**src/rtl/display_value_latch.sv**
```systemverilog
// Memory-mapped latch between the CPU bus and the 5-digit signed decimal display, with throttled
// refresh, freeze and sticky overflow. Define DISP_OVF_BLINK_EN to build the overflow blink.
module display_value_latch #(
    parameter int unsigned          ADDR_W         = 16,
    parameter logic [ADDR_W-1:0]    DISP_ADDR      = 16'hFF00,
    parameter int unsigned          REFRESH_CYCLES = 5_000_000,
    parameter int unsigned          BLINK_CYCLES   = 25_000_000
) (
    input  logic              clk,
    input  logic              rst,
    input  logic [ADDR_W-1:0] bus_addr,
    input  logic [31:0]       bus_wdata,
    input  logic              bus_we,
    input  logic              bus_rd,
    output logic [31:0]       bus_rdata,
    input  logic              freeze,
    output logic [31:0]       disp_val,
    output logic              disp_valid,
    output logic              pending,
    output logic              ovf_sticky,
    output logic              disp_blank
);

    localparam int unsigned       CNT_W     = (REFRESH_CYCLES > 1) ? $clog2(REFRESH_CYCLES) : 1;
    localparam logic [CNT_W-1:0]  CNT_MAX   = CNT_W'(REFRESH_CYCLES - 1);
    localparam logic [ADDR_W-1:0] STAT_ADDR = DISP_ADDR + ADDR_W'(1);
    localparam logic [32:0]       MAG_MAX   = 33'd99999;

    typedef enum logic [1:0] {StIdle, StPend, StFrz} state_e;

    state_e            state_q, state_d;
    logic [CNT_W-1:0]  cnt_q;
    logic [31:0]       shadow_q, shadow_d;
    logic [31:0]       disp_val_q, disp_val_d;
    logic [31:0]       rdata_q, rdata_d;
    logic              valid_q, valid_d;
    logic              pending_q, pending_d;
    logic              ovf_q, ovf_d;
    logic              tick, wr_val, wr_ctl, xfer;
    logic [31:0]       xfer_val;
    logic [32:0]       xfer_mag;

    assign tick   = (cnt_q == CNT_MAX);
    assign wr_val = bus_we && (bus_addr == DISP_ADDR);
    assign wr_ctl = bus_we && (bus_addr == STAT_ADDR);

    // A write landing on the transfer cycle bypasses the shadow straight to the display.
    assign xfer_val = wr_val ? bus_wdata : shadow_q;
    assign xfer_mag = xfer_val[31] ? -{1'b1, xfer_val} : {1'b0, xfer_val};

    always_comb begin
        state_d    = state_q;
        shadow_d   = wr_val ? bus_wdata : shadow_q;
        pending_d  = pending_q | wr_val;
        disp_val_d = disp_val_q;
        valid_d    = valid_q;
        ovf_d      = ovf_q;
        rdata_d    = rdata_q;
        xfer       = 1'b0;

        unique case (state_q)
            StIdle, StPend: begin
                if (freeze) begin
                    state_d = StFrz;
                end else if (tick && (pending_q || wr_val)) begin
                    xfer    = 1'b1;
                    state_d = StIdle;
                end else if (wr_val) begin
                    state_d = StPend;
                end
            end
            // Leaving freeze never transfers, even on a tick; the next tick does.
            StFrz: begin
                if (!freeze) begin
                    state_d = pending_d ? StPend : StIdle;
                end
            end
            default: state_d = StIdle;
        endcase

        if (xfer) begin
            pending_d  = 1'b0;
            disp_val_d = xfer_val;
            valid_d    = 1'b1;
        end

        if (xfer && (xfer_mag > MAG_MAX)) begin
            ovf_d = 1'b1;
        end else if (wr_ctl && bus_wdata[0]) begin
            ovf_d = 1'b0;
        end

        if (bus_rd) begin
            if (bus_addr == DISP_ADDR) begin
                rdata_d = shadow_q;
            end else if (bus_addr == STAT_ADDR) begin
                rdata_d = {29'b0, freeze, pending_q, ovf_q};
            end else begin
                rdata_d = 32'd0;
            end
        end
    end

    always_ff @(posedge clk) begin
        if (rst) begin
            state_q    <= StIdle;
            cnt_q      <= '0;
            shadow_q   <= 32'd0;
            disp_val_q <= 32'd0;
            rdata_q    <= 32'd0;
            valid_q    <= 1'b0;
            pending_q  <= 1'b0;
            ovf_q      <= 1'b0;
        end else begin
            state_q    <= state_d;
            cnt_q      <= tick ? '0 : cnt_q + CNT_W'(1);
            shadow_q   <= shadow_d;
            disp_val_q <= disp_val_d;
            rdata_q    <= rdata_d;
            valid_q    <= valid_d;
            pending_q  <= pending_d;
            ovf_q      <= ovf_d;
        end
    end

    assign bus_rdata  = rdata_q;
    assign disp_val   = disp_val_q;
    assign disp_valid = valid_q;
    assign pending    = pending_q;
    assign ovf_sticky = ovf_q;

`ifdef DISP_OVF_BLINK_EN
    localparam int unsigned      BLK_W   = (BLINK_CYCLES > 1) ? $clog2(BLINK_CYCLES) : 1;
    localparam logic [BLK_W-1:0] BLK_MAX = BLK_W'(BLINK_CYCLES - 1);

    logic [BLK_W-1:0] blink_cnt_q;
    logic             blank_q;

    // Keyed off ovf_d so a clear zeroes the blink on the same edge.
    always_ff @(posedge clk) begin
        if (rst || !ovf_d) begin
            blink_cnt_q <= '0;
            blank_q     <= 1'b0;
        end else if (ovf_q) begin
            if (blink_cnt_q == BLK_MAX) begin
                blink_cnt_q <= '0;
                blank_q     <= ~blank_q;
            end else begin
                blink_cnt_q <= blink_cnt_q + BLK_W'(1);
            end
        end
    end

    assign disp_blank = blank_q;
`else
    logic unused_blink_cfg;
    assign unused_blink_cfg = ^BLINK_CYCLES;
    assign disp_blank       = 1'b0;
`endif

endmodule
```
**config.mk**
```make
export PLATFORM = sky130hd
export DESIGN_NAME = display_value_latch
export DESIGN_NICKNAME = d
export VERILOG_FILES = /design/src/rtl/display_value_latch.sv
export SDC_FILE = /design/constraint.sdc
export NUM_CORES = 1
export LEC_CHECK = 0
export CORE_MARGIN = 4
export CORE_UTILIZATION = 56
export DETAILED_ROUTE_END_ITERATION = 10
export GPL_TIMING_DRIVEN = 0
export PLACE_DENSITY = 0.92
export SYNTH_ARGS = -nofsm -noshare
export SYNTH_HDL_FRONTEND = slang
export SYNTH_SLANG_ARGS = --single-unit
```
**constraint.sdc**
```tcl
create_clock -name clk -period 10.5 [get_ports clk]
set_clock_uncertainty 0.2 [all_clocks]
set_input_delay 2.1 -clock clk [delete_from_list [all_inputs] [get_ports clk]]
set_output_delay 2.1 -clock clk [all_outputs]
set_load 0.01 [all_outputs]
```
Word level (Yosys, flattened, before mapping)
Cells that the tools add are included.

Multipliers: 0. Mux-type cells: 15. Div/mod/pow operators: 0. Equal/unequal tests: 7. Shifts and indexed selects: 0. Add/subtract/negate cells: 2. Reductions and logical operators: 12. $lt $le $gt $ge: 1. Bitwise gates (word level): 1.

Operators with widths (count): 32-bit two-way mux (2); 33-bit by 17-bit greater-than comparator with 1-bit output (second input constant) (1); 33-bit two-way mux (1); 33-bit negation (1); 16-bit == test (second input constant) (2); 23-bit by 1-bit adder with 23-bit output (second input constant) (1); 23-bit == test (second input constant) (1); 2-bit two-way mux (4); 1-bit two-way mux (6); 2-bit OR reduction (3); 1-bit logical AND (5); 4-bit inequality test (second input constant) (1); 2-bit one-hot mux with 2 select lines (1); 3-bit two-way mux (1); 2-bit by 1-bit == test with 1-bit output (second input constant) (1); 2-bit == test (second input constant) (1); 2-bit zero test (1); 2-bit inequality test (second input constant) (1); 2-bit AND reduction (1); 2-bit nonzero test (1); 1-bit logical OR (1); 1-bit bitwise OR (1).

RAM bits: 0. Word-level logic and storage cells: 46. Output and inout bits: 68. ROM bits: 0. Flip-flop bits (word level): 124. Latch bits: 0. Memories kept: 0.

Logic depth before layout (Yosys ltp)
Gate-level depths: netlist (run 1).

Depth after elaboration: 9. Gate-level depth with buffers: 17. Mapped depth without buffers: 13.

Least setup slack after synthesis (run 1)
No wires, ideal clock.

Path kind: input port to flip-flop. Start: input bus_addr[9]. End: register ovf_q, in the netlist ovf_sticky. Required time: 10.165 ns. Path buffers: 4. Setup time: 0.135 ns. Arrival: 5.010 ns. Slack: 5.155 ns. Stages on the path: 17. Path through: and4b_1 > and4_1 > buf_6 > nand2_4 > buf_8 > buf_2 > buf_2 > mux2i_1 > ha_1 > nand2_1 > a2111oi_4 > nor2_2 > a221oi_2 > a21boi_2 > a41oi_1 > a21oi_1 > o211ai_1.

Longest elaborated chain between the ends: 9. Elaborated cells on any way between the ends: 17. Those cells by class: 1 x add/sub; 1 x order compare; 2 x eq/ne; 6 x mux; 7 x reduce/logical.

RTL lines: from (decl) (line 11) `input logic [ADDR_W-1:0] bus_addr,`; branches (longest 9 deep; another with 33-bit negation); to (signal assigned) (line 122) `ovf_q <= ovf_d;`; to (decl) (line 38) `logic ovf_q, ovf_d;`.

Parallel ways; which one is timed is not known. A chain may end at the register's enable or synchronous reset.

Final worst setup path (run 1)
Start: input bus_addr[4]. End: register ovf_q, in the netlist ovf_sticky.

The elaborated chain is that of the path after synthesis.

==> out/results.ini, run 1 <==
[outcome]
status = complete, no violations

[cts]
cts_setup_buffers = 0
cts_num_sinks = 124
numCtsBuffers = 17
cts_root_buf = clkbuf_16
clk_latency_ns = 0.42
cts_tree = built
cts_buffer_depth = 2
cts_hold_buf = 0
htree_levels = 4
cts_resized = 0
path_clk_slew_ns = 0.06

[critical_path]
rr_endpoint = ovf_sticky$_SDFFE_PP0P_
reg2regPathDepth = 10
reg2reg_from = shadow_q[5]$_SDFF_PP0_
crit_fanout = 10
crit_path_end_kind = flip-flop
cp.required_ns = 10.57
arrival_ns = 6.44
crit_start = bus_addr[4]
r2r_slack_ns = 7.30
criticalPathCategory = in -> reg
cp-start-kind = input pin

[pwr]
power.net_switching_mw = 0.247
pwr-share-clk_pct = 50.4
pwr-share-comb_pct = 5.3
netSwitchingFraction_pct = 23.1
p_int_mw = 0.824
p_leak_nw = 3.07
power_density_nw_per_um2 = 131
seq_power_share_pct = 44.2
ir_drop_mv = 0.111

[sta]
fin_crit_ns = 6.37
worst_pin_slew_ns = 0.843
setup_viol = 0
fin_crit_sh_pct = 60.7
fin_tns_setup_ns = 0
finalHoldViolCount = 0
slew_violations = 0
grt_setup_unrepaired = false
relSlewSlack_pct = 42.4
fmax_mhz = 157

[worst_hold_path]
hold_path.class = reg -> reg
worstHoldEndpoint = cnt_q[0]$_SDFF_PP0_
min_from = cnt_q[0]$_SDFF_PP0_
holdPathStages = 1

[synth]
synth_area_leaders = dfxtp_1 39%, nor2_1 9.0%, mux2i_1 5.1%, a211oi_1 4.6%, a21oi_1 3.9%
synth-edff-count = 0
ys_types = 84
synthFlopType = dfxtp_1
async_flop_share_pct = 0
netlist.top_cell.by_area = dfxtp_1
yosysSeqAreaShare_pct = 39.3
yosysWarnings = 0
ys_ff_latch = 124
syn_area_um2 = 6320
syn_inst = 755
yosysTopAreaCellShare_pct = 39.3
synthesis.nets = 810
syn_area_per_cell_um2 = 8.37

[floorplan]
die_height_um = 114
die_area_um2 = 13100
die_x_um = 114
num_rows = 38
ios = 121
initial_core_util_pct = 57.8
coreArea_um2 = 10900

[detailed_routing]
initialDrtViolationCount = 817
drcViolationCount = 0
avgViaCountPerCell = 6.24
via_count = 6505
drt_wl_total_um = 20600
dr.pass1.iters = 6
antenna_left = 0
wire_per_inst_um = 19.8

[grt]
grt_use_total_pct = 31.6
grt_max_degree = 17
overflow = 0
antenna_found_initial = 0
grt_pass1_wl_um = 32400
grt_pass1_vias = 6149

[layout]
fin_nets = 944
drive_gt1_share_pct = 9.53
areaGrowthSynthToFinish_pct = 29.7
num_antenna_cells = 0
utilization_pct = 75.0
final_common_cell = nor2_1
mostFrequentLayoutCells = 152 x nor2_1, 124 x dfxtp_1, 115 x clkdlybuf4s50_1
fin_area_um2 = 8200

[placement]
place_area_um2 = 7650
gp_congestion = 0.996
port_buffers = 115
hpwl_um = 14500

[job]
drv_cap = 0

-- state kept, by name (all words and copies together) (netlist names) --
register    flops
bus_rdata      32
ovf_sticky      1
cnt_q          23
state_q         2
disp_valid      1
pending         1
disp_val       32
shadow_q       32
-- worst max path at each step --
stage	cells after the start	end	slack, ns
after floorplan	17	ovf_sticky$_SDFFE_PP0P_	5.15
after global placement	17	ovf_sticky$_SDFFE_PP0P_	3.90
after detailed placement	17	ovf_sticky$_SDFFE_PP0P_	3.90
after CTS	17	ovf_sticky$_SDFFE_PP0P_	4.31
after global routing	17	ovf_sticky$_SDFFE_PP0P_	3.94
final	17	ovf_sticky$_SDFFE_PP0P_	4.13
-- critical path, stage by stage --
cell and delay (ns):
clkdlybuf4s50_1 0.45, and4b_1 0.21, and4_1 0.21, buf_6 0.15, nand2_4 0.07, buf_8 0.17, buf_2 0.33, buf_2 0.32
mux2i_1 0.34, ha_1 0.33, inv_1 0.14, nor4_1 0.29, a211oi_1 0.08, o2bb2ai_1 0.18, nand3_1 0.11, a2111oi_0 0.75
o211ai_1 0.19
-- through the flow --
stage          power (mW)  instances  hold WS, ns  worst slack [ns]
2_1_floorplan       0.507        755        0.230              5.15
3_3_place_gp        0.538       1010        0.243              3.90
3_5_place_dp        0.539       1010        0.247              3.90
4_1_cts              1.07       1042        0.260              4.31
5_1_grt              1.10       1042        0.285              3.94
6_report             1.07       1042        0.254              4.13
-- layout make-up --
| type | count | area, um^2 |
|---|---|---|
| Clock inverter | 9 | 62.6 |
| Inverter | 12 | 45.0 |
| Fill cell | 815 | 2740 |
| Buffer | 51 | 307 |
| Tap cell | 140 | 175 |
| Sequential cell | 124 | 2480 |
| Clock buffer | 23 | 488 |
| Timing Repair Buffer | 115 | 1150 |
| Multi-Input combinational cell | 568 | 3490 |
-- power by group through the flow --
stage	registers, mW	logic (mW)	clock network (mW)
floorplan	0.484	0.0231	0
global placement	0.484	0.0545	0
detailed placement	0.484	0.0551	0
CTS	0.474	0.0555	0.542
global route	0.474	0.0602	0.565
finish	0.474	0.0570	0.540
-- kinds of logic after synthesis --
logic type | after synthesis | synth area share [%]
adder cells (fa/ha/maj) | 2 | 0.396
AND/OR/NAND/NOR | 342 | 28.0
multiplexers | 37 | 6.14
AO/OA/AOI/OAI | 160 | 16.9
other | 1 | 0.0593
XOR/XNOR | 26 | 3.60
buffers and inverters | 63 | 5.56
flip-flops | 124 | 39.3
-- synthesized netlist by cell type (all sizes together), types with 3 or more instances --
library cell and count:
a2111oi 4, a211oi 39, a21oi 50, a22oi 3, a31oi 8, and3 5
and4bb 3, buf 23, clkbuf 28, dfxtp 124, inv 12, mux2 4
mux2i 33, nand2 29, nand2b 7, nand3 31, nand4 7, nand4b 3
nor2 154, nor2b 31, nor3 23, nor3b 4, nor4 15, nor4b 5
o21ai 24, o22ai 6, or2 3, or3 7, or4 5, xnor2 8
xor2 18
-- metal layers --
layer	vias to the layer above	wire [um]	GRT usage [%]
li1	2962	-	-
met1	3000	8300	41.8
met2	456	9250	49.8
met3	87	2140	6.77
met4	0	933	14.2
met5	-	0	0
No activity file was read; power rests on OpenSTA's default activity.
==> run 2: changes to the inputs <==
Settings changed: CORE_UTILIZATION 56 to 47, PLACE_DENSITY 0.92 to 0.83.
Clock period 10.5 ns to 5.8 ns, I/O delays scaled along.
==> out/results.ini, run 2 (synthesis gave the netlist of run 1 again) <==
[outcome]
status = complete, no violations

[cts]
cts_setup_buffers = 0
cts_num_sinks = 124
cts_buffer_depth = 2
path_clk_slew_ns = 0.06
cts_resized = 0
cts_tree = built
numCtsBuffers = 17
htree_levels = 4
cts_hold_buf = 0
cts_root_buf = clkbuf_16
clk_latency_ns = 0.43

[critical_path]
reg2reg_from = shadow_q[12]$_SDFF_PP0_
cp-start-kind = input pin
crit_path_end_kind = flip-flop
arrival_ns = 5.48
endpoint = ovf_sticky$_SDFFE_PP0P_
cp.required_ns = 5.88
criticalPathCategory = in -> reg
critPathMostFrequentCell = buf_2
reg2regPathDepth = 9
crit_fanout = 10
slowest_delay_ns = 0.46
r2r_slack_ns = 2.53
crit_path_cell_trace = clkdlybuf4s50_1 > and4b_1 > and4_1 > buf_6 > nand2_4 > buf_8 > buf_2 > buf_2 > mux2i_1 > ha_1 > nand4_1 > nor4_4 > nor2_2 > a221oi_2 > a21boi_2 > a41oi_1 > a21oi_1 > o211ai_1
cp_slowest_cell = clkdlybuf4s50_1
rr_endpoint = ovf_sticky$_SDFFE_PP0P_
crit_start = bus_addr[1]

[sta]
fin_tns_setup_ns = 0
slew_violations = 0
timing.hold.ws_ns = 0.255
fin_crit_ns = 5.40
worst_pin_slew_ns = 0.694
fin_crit_sh_pct = 93.0
fmax_mhz = 185
grt_setup_unrepaired = false
relSlewSlack_pct = 52.5
finalHoldViolCount = 0
setup_viol = 0

[layout]
mostFrequentLayoutCells = 152 x nor2_1, 124 x dfxtp_1, 115 x clkdlybuf4s50_1
fin_area_um2 = 8290
utilization_pct = 62.9
areaGrowthSynthToFinish_pct = 31.2
num_antenna_cells = 0
fin_nets = 944
final_common_cell = nor2_1
drive_gt1_share_pct = 9.54
n_fill_cell = 1141

[placement]
hpwl_um = 14600
port_buffers = 115
place_area_um2 = 7690
gp_congestion = 0.988

[floorplan]
num_rows = 42
die_x_um = 124
coreArea_um2 = 13200
ios = 121
die_height_um = 124
initial_core_util_pct = 47.9
die_area_um2 = 15400

[grt]
grt_use_total_pct = 26.7
overflow = 0
grt_pass1_vias = 5914
grt_pass1_wl_um = 31300
grt_max_degree = 17
antenna_found_initial = 0

[detailed_routing]
wire_per_inst_um = 18.8
drt_wl_total_um = 20200
initialDrtViolationCount = 690
dr.pass1.iters = 6
antenna_left = 0
avgViaCountPerCell = 5.79
drcViolationCount = 0
via_count = 6232

[pwr]
power_density_nw_per_um2 = 247
p_leak_nw = 3.10
ir_drop_mv = 0.164
power_mw = 2.04

[job]
drv_cap = 0

[worst_hold_path]
hold_path.class = reg -> reg

## run 2: area by class of cell
| cell class | instances | area (um^2) | share of cell area, % |
|---|---|---|---|
| multi-input combinational | 568 | 3490 | 42.1 |
| sequential | 124 | 2480 | 29.9 |
| timing repair buffer | 115 | 1150 | 13.9 |
| clock buffer | 20 | 457 | 5.51 |
| buffer | 51 | 307 | 3.70 |
| tap | 176 | 220 | 2.66 |
| clock inverter | 11 | 143 | 1.72 |
| inverter | 12 | 45.0 | 0.543 |
## run 2: layer usage
metal  wire length, um  global-route usage (%)
met2              9350                    42.1
met4               619                    11.7
met3              1640                    5.90
met1              8600                    35.1
met5                 0                       0
## run 2: worst min path at each step
stage / from / to / slack [ns] / depth (start not counted)
floorplan: cnt_q[0]$_SDFF_PP0_ / cnt_q[0]$_SDFF_PP0_ / 0.23 / 1
global placement: cnt_q[0]$_SDFF_PP0_ / cnt_q[0]$_SDFF_PP0_ / 0.24 / 1
detailed placement: state_q[0]$_SDFFE_PP0P_ / state_q[1]$_SDFFE_PP0P_ / 0.26 / 1
CTS: state_q[0]$_SDFFE_PP0P_ / state_q[1]$_SDFFE_PP0P_ / 0.26 / 1
global route: state_q[0]$_SDFFE_PP0P_ / state_q[1]$_SDFFE_PP0P_ / 0.30 / 1
finish: state_q[0]$_SDFFE_PP0P_ / state_q[1]$_SDFFE_PP0P_ / 0.25 / 1
## run 2: critical path, delay by kind of cell
kind	cells	cell delay, ns
buf+inv	5	1.40
compound gates	5	1.15
simple gates	6	1.05
mux	1	0.37
fa+ha+maj	1	0.34
## run 2: stage by stage
| stage | setup WS, ns | instances |
|---|---|---|
| 3_5_place_dp | 0.0928 | 1046 |
| 3_3_place_gp | 0.0768 | 1046 |
| 4_1_cts | 0.518 | 1077 |
| 2_1_floorplan | 1.39 | 755 |
| 5_1_grt | 0.210 | 1077 |
| 6_report | 0.404 | 1077 |
## run 2: where the power goes
group | switching [mW] | internal, mW | total [mW]
Combinational | 0.0567 | 0.0463 | 0.103
Sequential | 0.00286 | 0.855 | 0.858
Clock | 0.390 | 0.693 | 1.08
